--- config.mk ---
export PLATFORM = sky130hd
export DESIGN_NAME = ptpv2_pbus_master_flat
export DESIGN_NICKNAME = d
export VERILOG_FILES = /design/src/rtl/ptpv2_pbus_master_if.sv /design/src/rtl/ptpv2_pbus_master.sv /design/src/flat_wrapper.sv
export SDC_FILE = /design/constraint.sdc
export NUM_CORES = 1
export LEC_CHECK = 0
export BUFFER_PORTS_ARGS = -buffer_cell sky130_fd_sc_hd__buf_2
export CORE_MARGIN = 5
export CORE_UTILIZATION = 50
export DETAILED_ROUTE_END_ITERATION = 8
export PLACE_DENSITY = 0.84
export SLEW_MARGIN = 20
export SYNTH_ARGS = -nofsm -noshare
export SYNTH_HDL_FRONTEND = slang
export SYNTH_SLANG_ARGS = --single-unit
--- constraint.sdc ---
create_clock -name pbus_clk -period 6.6 [get_ports pbus_clk]
set_input_delay 0.33 -clock pbus_clk [delete_from_list [all_inputs] [get_ports pbus_clk]]
set_output_delay 0.33 -clock pbus_clk [all_outputs]
set_load 0.01 [all_outputs]
--- src/rtl/ptpv2_pbus_master_if.sv ---
// Bundle of the command, response and pbus signals around ptpv2_pbus_master.
// Handshakes: a transfer happens on the rising edge where valid and ready are both 1;
// valid may not drop and its payload may not change until that edge.
interface ptpv2_pbus_master_if;
  logic        cmd_valid_i;
  logic        cmd_ready_o;
  logic        cmd_write_i;
  logic [31:0] cmd_addr_i;
  logic [31:0] cmd_wdata_i;
  logic        rsp_valid_o;
  logic        rsp_ready_i;
  logic [31:0] rsp_rdata_o;
  logic        rsp_err_o;
  logic        rsp_timeout_o;
  logic        busy_o;
  logic [31:0] pbus_addr_o;
  logic        pbus_write_o;
  logic        pbus_sel_o;
  logic        pbus_enable_o;
  logic [31:0] pbus_wdata_o;
  logic [31:0] pbus_rdata_i;
  logic        pbus_ready_i;
  logic        pbus_slverr_i;

  modport master (
    input  cmd_valid_i, cmd_write_i, cmd_addr_i, cmd_wdata_i, rsp_ready_i,
           pbus_rdata_i, pbus_ready_i, pbus_slverr_i,
    output cmd_ready_o, rsp_valid_o, rsp_rdata_o, rsp_err_o, rsp_timeout_o, busy_o,
           pbus_addr_o, pbus_write_o, pbus_sel_o, pbus_enable_o, pbus_wdata_o
  );

  modport slave (
    output cmd_valid_i, cmd_write_i, cmd_addr_i, cmd_wdata_i, rsp_ready_i,
           pbus_rdata_i, pbus_ready_i, pbus_slverr_i,
    input  cmd_ready_o, rsp_valid_o, rsp_rdata_o, rsp_err_o, rsp_timeout_o, busy_o,
           pbus_addr_o, pbus_write_o, pbus_sel_o, pbus_enable_o, pbus_wdata_o
  );
endinterface

--- src/rtl/ptpv2_pbus_master.sv ---
// Single-beat command to pbus setup/access bridge with access timeout and a held response.
// All outputs are registers; state_dbg exposes the FSM state.
module ptpv2_pbus_master #(
  parameter int TIMEOUT_W   = 16,
  parameter int TIMEOUT_CYC = 1023
) (
  input  logic                pbus_clk,
  input  logic                pbus_rst,
  ptpv2_pbus_master_if.master bus,
  output logic [1:0]          state_dbg
);
  typedef enum logic [1:0] {IDLE = 2'd0, SETUP = 2'd1, ACCESS = 2'd2, RESP = 2'd3} state_t;

  localparam logic [TIMEOUT_W-1:0] CNT_MAX = '1;
  localparam logic [TIMEOUT_W-1:0] TO_LAST = TIMEOUT_W'(TIMEOUT_CYC - 1);
  localparam bit                   TO_EN   = (TIMEOUT_CYC != 0);

  state_t                state_q, state_d;
  logic                  write_q, write_d;
  logic [31:0]           addr_q, addr_d;
  logic [31:0]           wdata_q, wdata_d;
  logic                  sel_q, sel_d;
  logic                  enable_q, enable_d;
  logic                  rsp_valid_q, rsp_valid_d;
  logic [31:0]           rsp_rdata_q, rsp_rdata_d;
  logic                  rsp_err_q, rsp_err_d;
  logic                  rsp_to_q, rsp_to_d;
  logic                  cmd_ready_q, cmd_ready_d;
  logic                  busy_q, busy_d;
  logic [TIMEOUT_W-1:0]  cnt_q, cnt_d;

  always_comb begin
    state_d     = state_q;
    write_d     = write_q;
    addr_d      = addr_q;
    wdata_d     = wdata_q;
    sel_d       = sel_q;
    enable_d    = enable_q;
    rsp_valid_d = rsp_valid_q;
    rsp_rdata_d = rsp_rdata_q;
    rsp_err_d   = rsp_err_q;
    rsp_to_d    = rsp_to_q;
    cnt_d       = cnt_q;
    case (state_q)
      IDLE: begin
        if (bus.cmd_valid_i && cmd_ready_q) begin
          write_d = bus.cmd_write_i;
          addr_d  = bus.cmd_addr_i;
          wdata_d = bus.cmd_write_i ? bus.cmd_wdata_i : 32'h0;
          if (bus.cmd_addr_i[1:0] != 2'b00) begin
            // Misaligned: answer with an error without touching the bus.
            rsp_valid_d = 1'b1;
            rsp_err_d   = 1'b1;
            rsp_to_d    = 1'b0;
            rsp_rdata_d = 32'h0;
            state_d     = RESP;
          end else begin
            state_d = SETUP;
          end
        end
      end
      SETUP: begin
        sel_d    = 1'b1;
        enable_d = 1'b0;
        state_d  = ACCESS;
      end
      ACCESS: begin
        // First ACCESS cycle shows the setup phase on the bus; ready counts only once enable is out.
        if (!enable_q) begin
          enable_d = 1'b1;
        end else if (bus.pbus_ready_i) begin
          sel_d       = 1'b0;
          enable_d    = 1'b0;
          rsp_valid_d = 1'b1;
          rsp_rdata_d = write_q ? 32'h0 : bus.pbus_rdata_i;
          rsp_err_d   = bus.pbus_slverr_i;
          rsp_to_d    = 1'b0;
          state_d     = RESP;
        end else if (TO_EN && (cnt_q == TO_LAST)) begin
          sel_d       = 1'b0;
          enable_d    = 1'b0;
          rsp_valid_d = 1'b1;
          rsp_rdata_d = 32'h0;
          rsp_err_d   = 1'b1;
          rsp_to_d    = 1'b1;
          state_d     = RESP;
        end else begin
          cnt_d = (cnt_q == CNT_MAX) ? cnt_q : cnt_q + 1'b1;
        end
      end
      RESP: begin
        if (bus.rsp_ready_i) begin
          rsp_valid_d = 1'b0;
          cnt_d       = '0;
          state_d     = IDLE;
        end
      end
      default: state_d = IDLE;
    endcase
    cmd_ready_d = (state_d == IDLE);
    busy_d      = (state_d != IDLE);
  end

  always_ff @(posedge pbus_clk) begin
    if (pbus_rst) begin
      state_q     <= IDLE;
      write_q     <= 1'b0;
      addr_q      <= 32'h0;
      wdata_q     <= 32'h0;
      sel_q       <= 1'b0;
      enable_q    <= 1'b0;
      rsp_valid_q <= 1'b0;
      rsp_rdata_q <= 32'h0;
      rsp_err_q   <= 1'b0;
      rsp_to_q    <= 1'b0;
      cmd_ready_q <= 1'b1;
      busy_q      <= 1'b0;
      cnt_q       <= '0;
    end else begin
      state_q     <= state_d;
      write_q     <= write_d;
      addr_q      <= addr_d;
      wdata_q     <= wdata_d;
      sel_q       <= sel_d;
      enable_q    <= enable_d;
      rsp_valid_q <= rsp_valid_d;
      rsp_rdata_q <= rsp_rdata_d;
      rsp_err_q   <= rsp_err_d;
      rsp_to_q    <= rsp_to_d;
      cmd_ready_q <= cmd_ready_d;
      busy_q      <= busy_d;
      cnt_q       <= cnt_d;
    end
  end

  assign bus.cmd_ready_o   = cmd_ready_q;
  assign bus.rsp_valid_o   = rsp_valid_q;
  assign bus.rsp_rdata_o   = rsp_rdata_q;
  assign bus.rsp_err_o     = rsp_err_q;
  assign bus.rsp_timeout_o = rsp_to_q;
  assign bus.busy_o        = busy_q;
  assign bus.pbus_addr_o   = addr_q;
  assign bus.pbus_write_o  = write_q;
  assign bus.pbus_sel_o    = sel_q;
  assign bus.pbus_enable_o = enable_q;
  assign bus.pbus_wdata_o  = wdata_q;
  assign state_dbg         = state_q;
endmodule
--- src/flat_wrapper.sv ---
// flat-port wrapper written by rule: the top's interface ports become plain ports
module ptpv2_pbus_master_flat 
#(
  parameter int TIMEOUT_W   = 16,
  parameter int TIMEOUT_CYC = 1023
)
  (pbus_clk, pbus_rst, state_dbg, bus_cmd_valid_i, bus_cmd_write_i, bus_cmd_addr_i, bus_cmd_wdata_i, bus_rsp_ready_i, bus_pbus_rdata_i, bus_pbus_ready_i, bus_pbus_slverr_i, bus_cmd_ready_o, bus_rsp_valid_o, bus_rsp_rdata_o, bus_rsp_err_o, bus_rsp_timeout_o, bus_busy_o, bus_pbus_addr_o, bus_pbus_write_o, bus_pbus_sel_o, bus_pbus_enable_o, bus_pbus_wdata_o);
  ptpv2_pbus_master_if bus_i ();
  input  logic pbus_clk;
  input  logic pbus_rst;
  output logic [1:0] state_dbg;
  input wire logic [$bits(bus_i.cmd_valid_i)-1:0] bus_cmd_valid_i;
  input wire logic [$bits(bus_i.cmd_write_i)-1:0] bus_cmd_write_i;
  input wire logic [$bits(bus_i.cmd_addr_i)-1:0] bus_cmd_addr_i;
  input wire logic [$bits(bus_i.cmd_wdata_i)-1:0] bus_cmd_wdata_i;
  input wire logic [$bits(bus_i.rsp_ready_i)-1:0] bus_rsp_ready_i;
  input wire logic [$bits(bus_i.pbus_rdata_i)-1:0] bus_pbus_rdata_i;
  input wire logic [$bits(bus_i.pbus_ready_i)-1:0] bus_pbus_ready_i;
  input wire logic [$bits(bus_i.pbus_slverr_i)-1:0] bus_pbus_slverr_i;
  output wire logic [$bits(bus_i.cmd_ready_o)-1:0] bus_cmd_ready_o;
  output wire logic [$bits(bus_i.rsp_valid_o)-1:0] bus_rsp_valid_o;
  output wire logic [$bits(bus_i.rsp_rdata_o)-1:0] bus_rsp_rdata_o;
  output wire logic [$bits(bus_i.rsp_err_o)-1:0] bus_rsp_err_o;
  output wire logic [$bits(bus_i.rsp_timeout_o)-1:0] bus_rsp_timeout_o;
  output wire logic [$bits(bus_i.busy_o)-1:0] bus_busy_o;
  output wire logic [$bits(bus_i.pbus_addr_o)-1:0] bus_pbus_addr_o;
  output wire logic [$bits(bus_i.pbus_write_o)-1:0] bus_pbus_write_o;
  output wire logic [$bits(bus_i.pbus_sel_o)-1:0] bus_pbus_sel_o;
  output wire logic [$bits(bus_i.pbus_enable_o)-1:0] bus_pbus_enable_o;
  output wire logic [$bits(bus_i.pbus_wdata_o)-1:0] bus_pbus_wdata_o;
  assign bus_i.cmd_valid_i = bus_cmd_valid_i;
  assign bus_i.cmd_write_i = bus_cmd_write_i;
  assign bus_i.cmd_addr_i = bus_cmd_addr_i;
  assign bus_i.cmd_wdata_i = bus_cmd_wdata_i;
  assign bus_i.rsp_ready_i = bus_rsp_ready_i;
  assign bus_i.pbus_rdata_i = bus_pbus_rdata_i;
  assign bus_i.pbus_ready_i = bus_pbus_ready_i;
  assign bus_i.pbus_slverr_i = bus_pbus_slverr_i;
  assign bus_cmd_ready_o = bus_i.cmd_ready_o;
  assign bus_rsp_valid_o = bus_i.rsp_valid_o;
  assign bus_rsp_rdata_o = bus_i.rsp_rdata_o;
  assign bus_rsp_err_o = bus_i.rsp_err_o;
  assign bus_rsp_timeout_o = bus_i.rsp_timeout_o;
  assign bus_busy_o = bus_i.busy_o;
  assign bus_pbus_addr_o = bus_i.pbus_addr_o;
  assign bus_pbus_write_o = bus_i.pbus_write_o;
  assign bus_pbus_sel_o = bus_i.pbus_sel_o;
  assign bus_pbus_enable_o = bus_i.pbus_enable_o;
  assign bus_pbus_wdata_o = bus_i.pbus_wdata_o;
  ptpv2_pbus_master #(.TIMEOUT_W(TIMEOUT_W), .TIMEOUT_CYC(TIMEOUT_CYC)) u_core (.pbus_clk(pbus_clk), .pbus_rst(pbus_rst), .bus(bus_i), .state_dbg(state_dbg));
endmodule
======== Yosys cells after proc, flatten, opt, wreduce, memory -nomap -nowiden ========
Cells that the tools add are included.
word-level totals
  bits in registers ....................... 122
  word-level logic and storage cells ...... 85
operators by class
  add/subtract/negate cells ............... 1
  equality and inequality tests ........... 13
  mux-type cells .......................... 44
  reductions and logical operators ........ 14
operators with widths
  operator                                                                  count
  32-bit two-way mux                                                        7
  16-bit two-way mux                                                        5
  32-bit case mux with 2 select lines                                       1
  16-bit case mux with 2 select lines                                       1
  1-bit two-way mux                                                         18
  16-bit by 1-bit adder with 16-bit output (second input constant)          1
  16-bit by 10-bit equality test with 1-bit output (second input constant)  1
  16-bit equality test (second input constant)                              1
  2-bit two-way mux                                                         6
  6-bit AND reduction                                                       2
  2-bit nonzero test                                                        5
  2-bit inequality test (second input constant)                             4
  1-bit case mux with 2 select lines                                        4
  2-bit case mux with 4 select lines                                        1
  2-bit by 1-bit inequality test with 1-bit output (second input constant)  3
  5-bit AND reduction                                                       1
  2-bit equality test (second input constant)                               2
  2-bit logical NOT                                                         2
  3-bit by 2-bit inequality test with 1-bit output (second input constant)  1
  1-bit case mux with 3 select lines                                        1
  3-bit AND reduction                                                       1
  3-bit nonzero test                                                        1
  2-bit by 1-bit equality test with 1-bit output (second input constant)    1
  2-bit AND reduction                                                       1
  1-bit logical AND                                                         1

======== Logic depth before layout (Yosys ltp) ========
  depth after elaboration ................. 6
  gate-level depth with buffers ........... 10

======== Worst setup path before layout ========
OpenSTA, ideal clock, no wires.
  path type ............................... flip-flop to flip-flop
  start ................................... reg u_core.cnt_q[0]
  end ..................................... reg u_core.cnt_q[14]
  library setup time ...................... 0.071 ns
  arrival ................................. 2.170 ns
  required time ........................... 6.529 ns
  setup slack ............................. 4.359 ns
  stages on the path, launching flop included .. 9
  buffers on the path ..................... 0
  period minus slack after synthesis ...... 2.241 ns
  cells stage by stage .................... dfxtp_1 -> inv_1 -> ha_1 -> or4b_4 -> nor4_4 -> o41a_4 -> or3_1 -> or3_1 -> a21oi_1
between the ends
  word-level cells in the longest chain between the ends .. 6
  elaborated cells between the ends (all ways) .. 11
RTL lines
  what                                      line                      RTL
  start, declared                           ptpv2_pbus_master.sv:30   logic [TIMEOUT_W-1:0] cnt_q, cnt_d;
  start signal, assigned                    ptpv2_pbus_master.sv:132  cnt_q <= cnt_d;
  16-bit by 1-bit adder with 16-bit output  ptpv2_pbus_master.sv:88   cnt_d = (cnt_q == CNT_MAX) ? cnt_q : cnt_q + 1'b1;
  16-bit two-way mux                        ptpv2_pbus_master.sv:88
  16-bit two-way mux                        ptpv2_pbus_master.sv:79   end else if (TO_EN && (cnt_q == TO_LAST)) begin
  16-bit two-way mux                        ptpv2_pbus_master.sv:71   end else if (bus.pbus_ready_i) begin
  16-bit two-way mux                        ptpv2_pbus_master.sv:69   if (!enable_q) begin
  16-bit case mux with 2 select lines       ptpv2_pbus_master.sv:44   case (state_q)
Several ways; a longest one is shown, not always the timed one. The select of a mux whose other input is x is not followed.
A chain may end at the register's enable or synchronous reset.

======== Worst setup path after layout ========
  start ................................... reg u_core.cnt_q[1]
  end ..................................... reg u_core.rsp_rdata_q[24] (netlist: u_core.bus.rsp_rdata_o[24])
between the ends
  word-level cells in the longest chain between the ends .. 3
RTL lines
  what                                                               line                      RTL
  16-bit by 10-bit equality test with 1-bit output                   ptpv2_pbus_master.sv:79
  3-bit by 2-bit inequality test with 1-bit output (no source line)  --
  5-bit AND reduction (no source line)                               --
  end signal, assigned                                               ptpv2_pbus_master.sv:127  rsp_rdata_q <= rsp_rdata_d;
  end, declared                                                      ptpv2_pbus_master.sv:25   logic [31:0] rsp_rdata_q, rsp_rdata_d;
No other way between the ends.

==> impl_metrics.ini <==
[critical_path]
timing.critical_path.depth = 7
kind_of_start_point_of_the_critical_path = register
slowest_stage = sky130_fd_sc_hd__and3_2
ff2ff_path_depth = 7
worstPathArrival_ns = 2.99
r2r_setup_slack_ns = 4.02
worst-endpoint-required_ns = 7.00
critPathBufInv = 0
timing.critical_path.cells = ha_1 -> or4b_4 -> nor4_4 -> or2b_2 -> and3_2 -> nand3_1 -> a21oi_1
peak_per_stage_delay_on_the_critical_path_ns = 0.57
criticalPathCategory = register to register
critPathMaxFanout = 33
rr_startpoint = u_core.cnt_q[1]
crit_path_end_kind = register
cp_delay_by_family_top = simple AND/OR/NAND/NOR gates
startpoint = u_core.cnt_q[1]

[synthesis]
synth_top_family_by_area = simple AND/OR/NAND/NOR gates
simple_gate_area_share_of_the_yosys_netlist = 0.269
yosys.area_share.adder = 0.0157
post_synth_xor_area_fraction = 0.0220
synth_compound_gate_area_share = 0.134
synth_mux_area_frac = 0
synth.yosys.seq_area_share = 0.511
synth_ff_type = sky130_fd_sc_hd__dfxtp_1
synth_async_sr_flop_share = 0
postSynthNetCount = 698
yosys_warnings = 0
synth.distinct_cells = 39
synth_seq_cells = 122
mappedNetlistArea_um2 = 4780
number_of_flops_mapped_to_enable_cells_by_yosys = 0
post_synth.cell_area_avg_um2 = 8.11
netlist_instances = 589

[power_and_ir_drop]
power.ir.vdd_worst_v = 0.000185
power_frac_seq = 0.365
internal_dissipation_mw = 1.63
power.combinational.fraction = 0.258
post-layout-total-power_mw = 2.45
p_switching_mw = 0.827
power_switching_share = 0.337
p_leak_nw = 2.76
power_density_nw_per_um2 = 381
power.clock.fraction = 0.377

[cells_and_area]
num-nets-final = 884
multi_input_area_um2 = 2130
areaGrowthSynthToFinish_pct = 34.7
layout_commonest_cell = sky130_fd_sc_hd__buf_2
sequential_cell_area_um2 = 2440
layout.cells.most_common_list = 207 x sky130_fd_sc_hd__buf_2, 140 x sky130_fd_sc_hd__nand2_1, 122 x sky130_fd_sc_hd__dfxtp_1
final_area_um2 = 6440
final_layout_size_suffix_gt1_frac = 0.326
antenna_cells = 0
fillerInstances = 749

[drt]
metal2_wl_mm = 6.88
drt_wl_total_mm = 13.6
drt_first_iter_violations = 261
routed_via_count_divided_by_cell_count = 5.23
drcViolationCount = 0
routed-wl-met3_mm = 1.10
drt-met1-wl_mm = 5.39
drtPass1Iterations = 7
antenna_left = 0
via_count_of_the_routed_design = 4793
wire_per_inst_um = 14.8
top_layer_used = met4

[placed_design]
detailed_place.area_um2 = 5830
numPortBuffers = 208
pre_cts_slack_ns = 3.68
globalplace.congestion = 0.830
place_hpwl_mm = 9.73

[floorplanning]
rows = 35
floorplan.io_pins = 209
overall_die_height_um = 108
design.die.area_um2 = 11600
floorplan.core_area_um2 = 9280
die_x_um = 108
floorplan.initialDensity = 0.515

[timing]
fin_worst_skew_ns = 0.0109
setup_violations = 0
timing.max_slew.rel_slack = 0.291
period_needed_ns = 2.58
tns_ns = 0
max_slew.worst_pin.slew_ns = 1.06
worst_slack_ns = 4.02
fmax_mhz = 387
final.period_utilization = 0.392
maxSlewViolCount = 0
final-hold-violation-count = 0
rsz_0062_raised_after_global_routing = no

[global_route]
grt_pass1_wl_mm = 21.6
grt_start_max_net_pins = 106
grt_overflow = 0
globalRouteTotalUtil = 0.229
first_global_vias = 4603
antenna_violations_before_repair = 0

[cts]
cts-buffers-inserted = 17
cts_max_path_buffers = 2
cts.hold.buffers_added = 0
clk_pin_slew_worst_paths_ns = 0.06
clock_latency_ns = 0.49
h-tree-depth = 4
clock-sinks = 122
cts.root.buffer_cell = sky130_fd_sc_hd__clkbuf_8
cts_resized = 0
postCtsSetupBuffers = 0
clock_tree_from_tritoncts = built

[min_path]
min-delay-path-class = input pin to register
holdCritStartpoint = bus_cmd_addr_i[28]
worstHoldPathCells = 3

[outcome]
outcome = finished clean

[flow_run]
drv_cap = 0
-- worst register-to-register path, stage by stage, from the launching register on --
cell and delay [ns]:
sky130_fd_sc_hd__dfxtp_1 0.39, sky130_fd_sc_hd__ha_1 0.16, sky130_fd_sc_hd__or4b_4 0.47, sky130_fd_sc_hd__nor4_4 0.36, sky130_fd_sc_hd__or2b_2 0.21, sky130_fd_sc_hd__and3_2 0.57, sky130_fd_sc_hd__nand3_1 0.17, sky130_fd_sc_hd__a21oi_1 0.17
-- logic make-up after synthesis --
group,after synthesis
AND/OR/NAND/NOR,277
flip-flops,122
AO/OA/AOI/OAI,119
buffers and inverters,53
XOR/XNOR,12
adder cells (fa/ha/maj),6
-- final timing paths --
path | end
setup reg to reg | u_core.bus.rsp_rdata_o[24]
setup / recovery | u_core.bus.rsp_rdata_o[24]
hold reg to reg | u_core.bus.rsp_rdata_o[28]
hold / removal | u_core.bus.pbus_addr_o[28]
-- power groups by stage --
stage	Sequential (mW)	Clock (mW)	Combinational, mW
floorplan	0.949	0	0.391
global placement	0.902	0	0.611
detailed placement	0.909	0	0.628
CTS	0.895	0.941	0.631
global route	0.907	0.983	0.699
finish	0.896	0.925	0.632
-- sequential cells by signal, summed over array words and instances, names as in the netlist, 2 cells and up --
name	flops
u_core.bus.pbus_addr_o	32
u_core.bus.pbus_wdata_o	32
u_core.bus.rsp_rdata_o	32
u_core.cnt_q	16
u_core.state_dbg	2
-- metrics by stage --
| step | cells | hold WS, ns | utilization |
|---|---|---|---|
| finish | 917 | 0.0756 | 0.694 |
| global route | 917 | 0.0474 | 0.694 |
| CTS | 917 | 0.0402 | 0.693 |
| detailed placement | 885 | 0.440 | 0.628 |
| global placement | 885 | 0.434 | 0.627 |
| floorplan | 589 | 0.418 | - |
-- layout make-up --
type	count	area share
inverters	9	0.00525
clock buffers	18	0.0649
clock inverters	14	0.0284
well taps	129	0.0251
flip-flops and latches	122	0.379
multi-input cells	414	0.332
repair buffers	211	0.166
-- synthesized netlist by cell type (all sizes together) (2+ instances only) --
library cell  count  area, µm²
nand2           140        526
o21ai             5       25.0
ha                6       75.1
a21oi           102        510
buf              13       78.8
and3              3       18.8
nor2             25       93.8
or3               6       37.5
nor4b             2       30.0
nand4             5       31.3
a31oi             2       12.5
nor2b             2       12.5
clkbuf           31        116
xnor2            12        105
a211oi            2       15.0
nor3              4       25.0
nand2b            2       12.5
dfxtp           122       2440
nand3            71        355
and4              3       26.3
inv               9       33.8
nor4             10       77.6
-- per-layer routing --
layer / up-vias / GRT usage
met5: - / 0
met4: 0 / 0.0821
met3: 14 / 0.0702
met2: 182 / 0.396
met1: 2224 / 0.267
li1: 2373 / -
No activity file was read; power rests on OpenSTA's default activity.
